### src/rtl/rule30_stream_ctrl.sv
// Rule 30 keystream sequencer: seeds/warms the 8-bit key register and XORs
// each accepted byte with the freshly stepped key between valid/ready ports.
module rule30_stream_ctrl #(
  parameter int unsigned WARMUP         = 0,
  parameter int unsigned REKEY_INTERVAL = 0,
  parameter logic [7:0]  DEFAULT_SEED   = 8'h18
) (
  input  logic        clk,
  input  logic        rst,
  input  logic        seed_load,
  input  logic [7:0]  seed,
  input  logic        in_valid,
  output logic        in_ready,
  input  logic [7:0]  in_data,
  output logic        out_valid,
  input  logic        out_ready,
  output logic [7:0]  out_data,
  output logic        busy,
  output logic [7:0]  key_out,
  output logic [15:0] byte_count
);

  typedef enum logic [1:0] {
    IDLE,
    WARM,
    RUN
  } state_t;

  localparam bit          WARM_EN    = (WARMUP != 0);
  localparam bit          REKEY_EN   = (REKEY_INTERVAL != 0);
  localparam logic [8:0]  WARM_LAST  = 9'((WARMUP == 0) ? 0 : WARMUP - 1);
  localparam logic [31:0] EPOCH_LAST = 32'((REKEY_INTERVAL == 0) ? 0 : REKEY_INTERVAL - 1);

  // Rule 30 on a ring: new[i] = K[i-1] ^ (K[i] | K[i+1])
  function automatic logic [7:0] rule30_step(input logic [7:0] k);
    logic [7:0] left_n;
    logic [7:0] right_n;
    left_n  = {k[6:0], k[7]};
    right_n = {k[0], k[7:1]};
    return left_n ^ (k | right_n);
  endfunction

  state_t      state;
  state_t      state_nx;
  logic [7:0]  key_q;
  logic [7:0]  seed_q;
  logic [7:0]  out_data_q;
  logic        out_valid_q;
  logic [15:0] byte_cnt_q;
  logic [31:0] epoch_cnt_q;
  logic [8:0]  warm_cnt_q;

  logic [7:0]  seed_eff;
  logic [7:0]  key_step;
  logic        beat;
  logic        rekey;
  logic        warm_done;

  assign seed_eff  = (seed == '0) ? DEFAULT_SEED : seed;
  assign key_step  = rule30_step(key_q);
  assign beat      = in_valid && in_ready;
  assign rekey     = REKEY_EN && beat && (epoch_cnt_q == EPOCH_LAST);
  assign warm_done = (warm_cnt_q == WARM_LAST);

  assign out_valid  = out_valid_q;
  assign out_data   = out_data_q;
  assign key_out    = key_q;
  assign byte_count = byte_cnt_q;

  always_ff @(posedge clk or posedge rst) begin
    if (rst) begin
      state <= IDLE;
    end else begin
      state <= state_nx;
    end
  end

  always_comb begin
    state_nx = state;
    if (seed_load) begin
      state_nx = WARM_EN ? WARM : RUN;
    end else begin
      case (state)
        IDLE:    state_nx = IDLE;
        WARM:    if (warm_done) state_nx = RUN;
        RUN:     if (rekey && WARM_EN) state_nx = WARM;
        default: state_nx = IDLE;
      endcase
    end
  end

  always_comb begin
    in_ready = 1'b0;
    busy     = 1'b0;
    case (state)
      WARM:    busy = 1'b1;
      RUN:     in_ready = !seed_load && (!out_valid_q || out_ready);
      default: ;
    endcase
  end

  // A rekey overrides the beat's key step; the beat's output byte still
  // uses the stepped key so the epoch's last byte completes normally.
  always_ff @(posedge clk or posedge rst) begin
    if (rst) begin
      key_q       <= '0;
      seed_q      <= DEFAULT_SEED;
      out_valid_q <= 1'b0;
      out_data_q  <= '0;
      byte_cnt_q  <= '0;
      epoch_cnt_q <= '0;
      warm_cnt_q  <= '0;
    end else if (seed_load) begin
      seed_q      <= seed_eff;
      key_q       <= seed_eff;
      out_valid_q <= 1'b0;
      byte_cnt_q  <= '0;
      epoch_cnt_q <= '0;
      warm_cnt_q  <= '0;
    end else begin
      if (state == WARM) begin
        key_q      <= key_step;
        warm_cnt_q <= warm_cnt_q + 9'd1;
      end
      if (beat) begin
        out_data_q  <= in_data ^ key_step;
        out_valid_q <= 1'b1;
        if (byte_cnt_q != '1) begin
          byte_cnt_q <= byte_cnt_q + 16'd1;
        end
        if (rekey) begin
          key_q       <= seed_q;
          epoch_cnt_q <= '0;
          warm_cnt_q  <= '0;
        end else begin
          key_q       <= key_step;
          epoch_cnt_q <= epoch_cnt_q + 32'd1;
        end
      end else if (out_valid_q && out_ready) begin
        out_valid_q <= 1'b0;
      end
    end
  end

endmodule
### config.mk
export PLATFORM = sky130hd
export DESIGN_NAME = rule30_stream_ctrl
export DESIGN_NICKNAME = d
export VERILOG_FILES = /design/src/rtl/rule30_stream_ctrl.sv
export SDC_FILE = /design/constraint.sdc
export NUM_CORES = 1
export LEC_CHECK = 0
export ABC_AREA = 1
export ABC_CLOCK_PERIOD_IN_PS = 2190
export CAP_MARGIN = 20
export CORE_ASPECT_RATIO = 2
export CORE_MARGIN = 4
export CORE_UTILIZATION = 52
export CTS_CLUSTER_DIAMETER = 150
export DETAILED_ROUTE_END_ITERATION = 8
export PLACE_DENSITY = 0.85
export SETUP_SLACK_MARGIN = 0.4
export SLEW_MARGIN = 10
export SYNTH_ARGS = -nofsm -noshare
export SYNTH_HDL_FRONTEND = slang
export SYNTH_SLANG_ARGS = --single-unit
### constraint.sdc
create_clock -name clk -period 2.19 [get_ports clk]
set_input_delay 0.657 -clock clk [delete_from_list [all_inputs] [get_ports clk]]
set_output_delay 0.657 -clock clk [all_outputs]
set_load 0.005 [all_outputs]
==> flow_metrics.py <==
metrics = {
    "status": {
        "status": "finished, final reports clean",
    },
    "final_layout": {
        "diodes": 0,
        "final_cell_count_no_fill": 422,
        "layout.nets": 392,
        "post-route-util_pct": 79.0,
        "area.growth.synth_to_final_pct": 45.7,
        "drive_above_1_share_pct": 25.1,
    },
    "clock_network": {
        "cts_buffer_depth": 2,
        "htree_num_levels": 2,
        "clkSinkCount": 34,
        "cts_tree": "built",
        "holdBufCountCts": 0,
        "insertion_delay_ps": 300,
        "clkTransAtPathRegs_ps": 70,
        "root_buffer": "clkbuf_8",
        "cts_made_buffers": 5,
    },
    "worst_setup_path": {
        "r2r_end": "byte_count[6]$_DFFE_PP0P_",
        "worstSetupStartpoint": "out_ready",
        "cp-end-kind": "primary output",
        "r2r-start": "byte_count[0]$_DFFE_PP0P_",
        "path_buf_inv": 3,
        "critical_path.top_delay_family": "buffers and inverters",
        "crit_cells": 6,
        "cp_data_required_time_ps": 1530,
        "crit_arrival_ps": 1090,
        "reg2regPathDepth": 9,
        "reg2reg_slack_ps": 560,
        "worstPathMaxFanout": 2,
        "crit_type": "in -> out",
        "cp-endpoint": "in_ready",
        "startpoint_type": "input pin",
        "slowest_delay_ps": 120,
        "crit_path_cell_trace": "clkbuf_2, inv_2, nand2_2, nand2_1, nor2_1, buf_2",
        "slowest_stage": "buf_2",
    },
    "yosys": {
        "synth_top_cell_by_area": "dfrtp_1",
        "synth_top_family_by_area": "simple AND/OR/NAND/NOR gates",
        "synth_xor_xnor_area_share_pct": 7.82,
        "syn-instance-count": 275,
        "yosysWarnings": 0,
        "synth_top_area_share_pct": 40.0,
        "synth_fa_ha_area_share_pct": 0.588,
        "avgSynthCellArea_um2": 7.74,
        "syn_nets": 297,
        "synthSimpleGateAreaFrac_pct": 36.8,
        "synth_area_um2": 2130,
        "ys_ff_latch": 34,
        "synthMuxAreaShare_pct": 0,
        "synthTopCellsByArea": "dfrtp_1 40%, nand2_1 17%, xor2_1 7.0%, inv_1 4.2%, nand3_1 3.8%",
        "synth-compound-area-share_pct": 7.11,
        "ys_seq_area_share_pct": 40.0,
        "ys_types": 34,
    },
    "placement": {
        "dp_cells": 385,
        "dp_hpwl_mm": 3.95,
        "gp_congestion": 0.840,
        "portBuffers": 54,
    },
    "global_routing": {
        "grt_max_degree": 35,
        "met1_usage_pct": 26.2,
        "grt_pass1_wl_mm": 10.3,
        "busiest_layer": "met2",
        "gr-total-overflow": 0,
        "grt_usage_pct": 26.5,
        "first_global_vias": 2379,
        "use_met3_pct": 3.63,
        "antenna_found_initial": 0,
        "grtUsageMet2_pct": 48.2,
    },
    "power_and_ir_drop": {
        "pwr_density_cell_nw_per_um2": 655,
        "power.leakage_nw": 1.55,
        "ir_worst_vdd_mv": 0.744,
    },
    "floorplanning": {
        "core_area_um2": 3920,
        "top_level_ports": 56,
        "die_h_um": 98.5,
        "fp-row-count": 32,
        "die_w_um": 53.2,
        "die-area_um2": 5240,
        "initial_utilization_pct": 54.2,
    },
    "drt": {
        "num_vias": 2241,
        "first_pass_iters": 4,
        "drtIter0Drc": 79,
        "routed_wl_mm": 6.13,
        "drt-wirelength-per-cell_um": 14.5,
        "ant_nets": 0,
        "drc": 0,
        "via_per_inst": 5.31,
    },
    "min_path": {
        "hold_depth": 2,
        "hp-class": "reg -> reg",
    },
    "timing": {
        "finClkSkew_ps": 6.07,
        "fmax_mhz": 573,
        "final_max_slew_viol_count": 0,
        "finalSetupViolations": 0,
        "grt_setup_unrepaired": "no",
        "period_share_pct": 79.7,
        "period_needed_ps": 1740,
        "hold_viol_final": 0,
    },
    "flow_run": {
        "maxCapViolCount": 0,
    },
}
## synth_stat cells, drive strengths merged
cell / instances
conb: 1
clkinv: 2
nor3: 3
nand3: 18
nor2: 25
buf: 4
dfrtp: 34
nand4: 7
nand2: 108
clkbuf: 1
nand3b: 1
or2: 1
o21bai: 2
xnor2: 2
xor2: 17
o211ai: 6
inv: 26
o21ai: 16
ha: 1
## through the flow
stage	power, W	hold WS, ps	TNS, ps	area [um^2]	setup slack, ps
CTS	0.00202	479	0	3090	361
global placement	0.00127	464	-746	2770	-347
detailed placement	0.00128	465	-1360	2770	-366
global route	0.00212	528	0	3100	384
floorplan	0.00102	473	0	2140	403
finish	0.00203	477	0	3100	445
## layout make-up
| cell class | count | area [um^2] |
|---|---|---|
| clock buffers | 6 | 82.6 |
| clock inverters | 2 | 60.1 |
| fillers | 305 | 823 |
| inverters | 28 | 123 |
| multi-input cells | 208 | 1120 |
| flip-flops and latches | 34 | 865 |
| well taps | 51 | 63.8 |
| repair buffers | 93 | 785 |
## cell families (layout without fill, tap and decap cells)
family	after synthesis	count (layout)
AND/OR/NAND/NOR	163	163
other	1	1
adder cells (fa/ha/maj)	1	1
AO/OA/AOI/OAI	24	24
XOR/XNOR	19	19
flip-flops	34	34
buffers and inverters	33	129
## metal layers
layer | vias up | wire length (um)
li1 | 1054 | -
met1 | 1064 | 2080
met2 | 95 | 3500
met3 | 28 | 237
met4 | 0 | 307
met5 | - | 0
## report_power, final
part | internal (W) | switching [W]
logic | 0.000262 | 0.000282
clock network | 0.000486 | 0.000254
registers | 0.000705 | 0.0000435
total | 0.00145 | 0.000579
## state kept, by name, indices dropped and copies added, names as in the netlist
| register | cells |
|---|---|
| byte_count | 16 |
| key_out | 8 |
| out_data | 8 |
| out_valid | 1 |
| state | 1 |
## worst min path at each step
stage | start | to | slack, ps
CTS | out_data[5]$_DFFE_PP0P_ | out_data[5]$_DFFE_PP0P_ | 480
global placement | out_data[0]$_DFFE_PP0P_ | out_data[0]$_DFFE_PP0P_ | 460
floorplan | out_data[0]$_DFFE_PP0P_ | out_data[0]$_DFFE_PP0P_ | 470
detailed placement | out_data[5]$_DFFE_PP0P_ | out_data[5]$_DFFE_PP0P_ | 460
global route | out_data[2]$_DFFE_PP0P_ | out_data[2]$_DFFE_PP0P_ | 530
finish | out_data[5]$_DFFE_PP0P_ | out_data[5]$_DFFE_PP0P_ | 480
## worst min-delay path, stage by stage (launching register included)
cell and delay [ps]:
dfrtp_1 340, nand2_1 50, nand2_1 50
## repair_timing
item	CTS	global route
endpoints found under the setup margin	65	23
buffers inserted	28	1
resized for setup	54	8
pin swaps	2	4
cloned	0	0
## cell usage in the layout, fill, tap and decap left out, types with 2 or more instances in the layout
cell type / n
xor2_1: 17
o21bai_1: 2
dfrtp_2: 11
nand4_1: 6
nor2_1: 21
dlygate4sd2_1: 33
buf_2: 2
nor2_4: 3
xnor2_1: 2
nand2_4: 2
o211ai_1: 6
nand2_1: 93
nor3_1: 3
inv_1: 22
o21ai_0: 12
o21ai_2: 3
inv_2: 2
dfrtp_1: 23
nand3_4: 2
clkbuf_8: 6
buf_6: 2
buf_4: 37
nand2_2: 12
bufinv_16: 2
nand3_1: 16
clkdlybuf4s50_1: 18
Note: power is estimated with default switching activity, not from simulation.
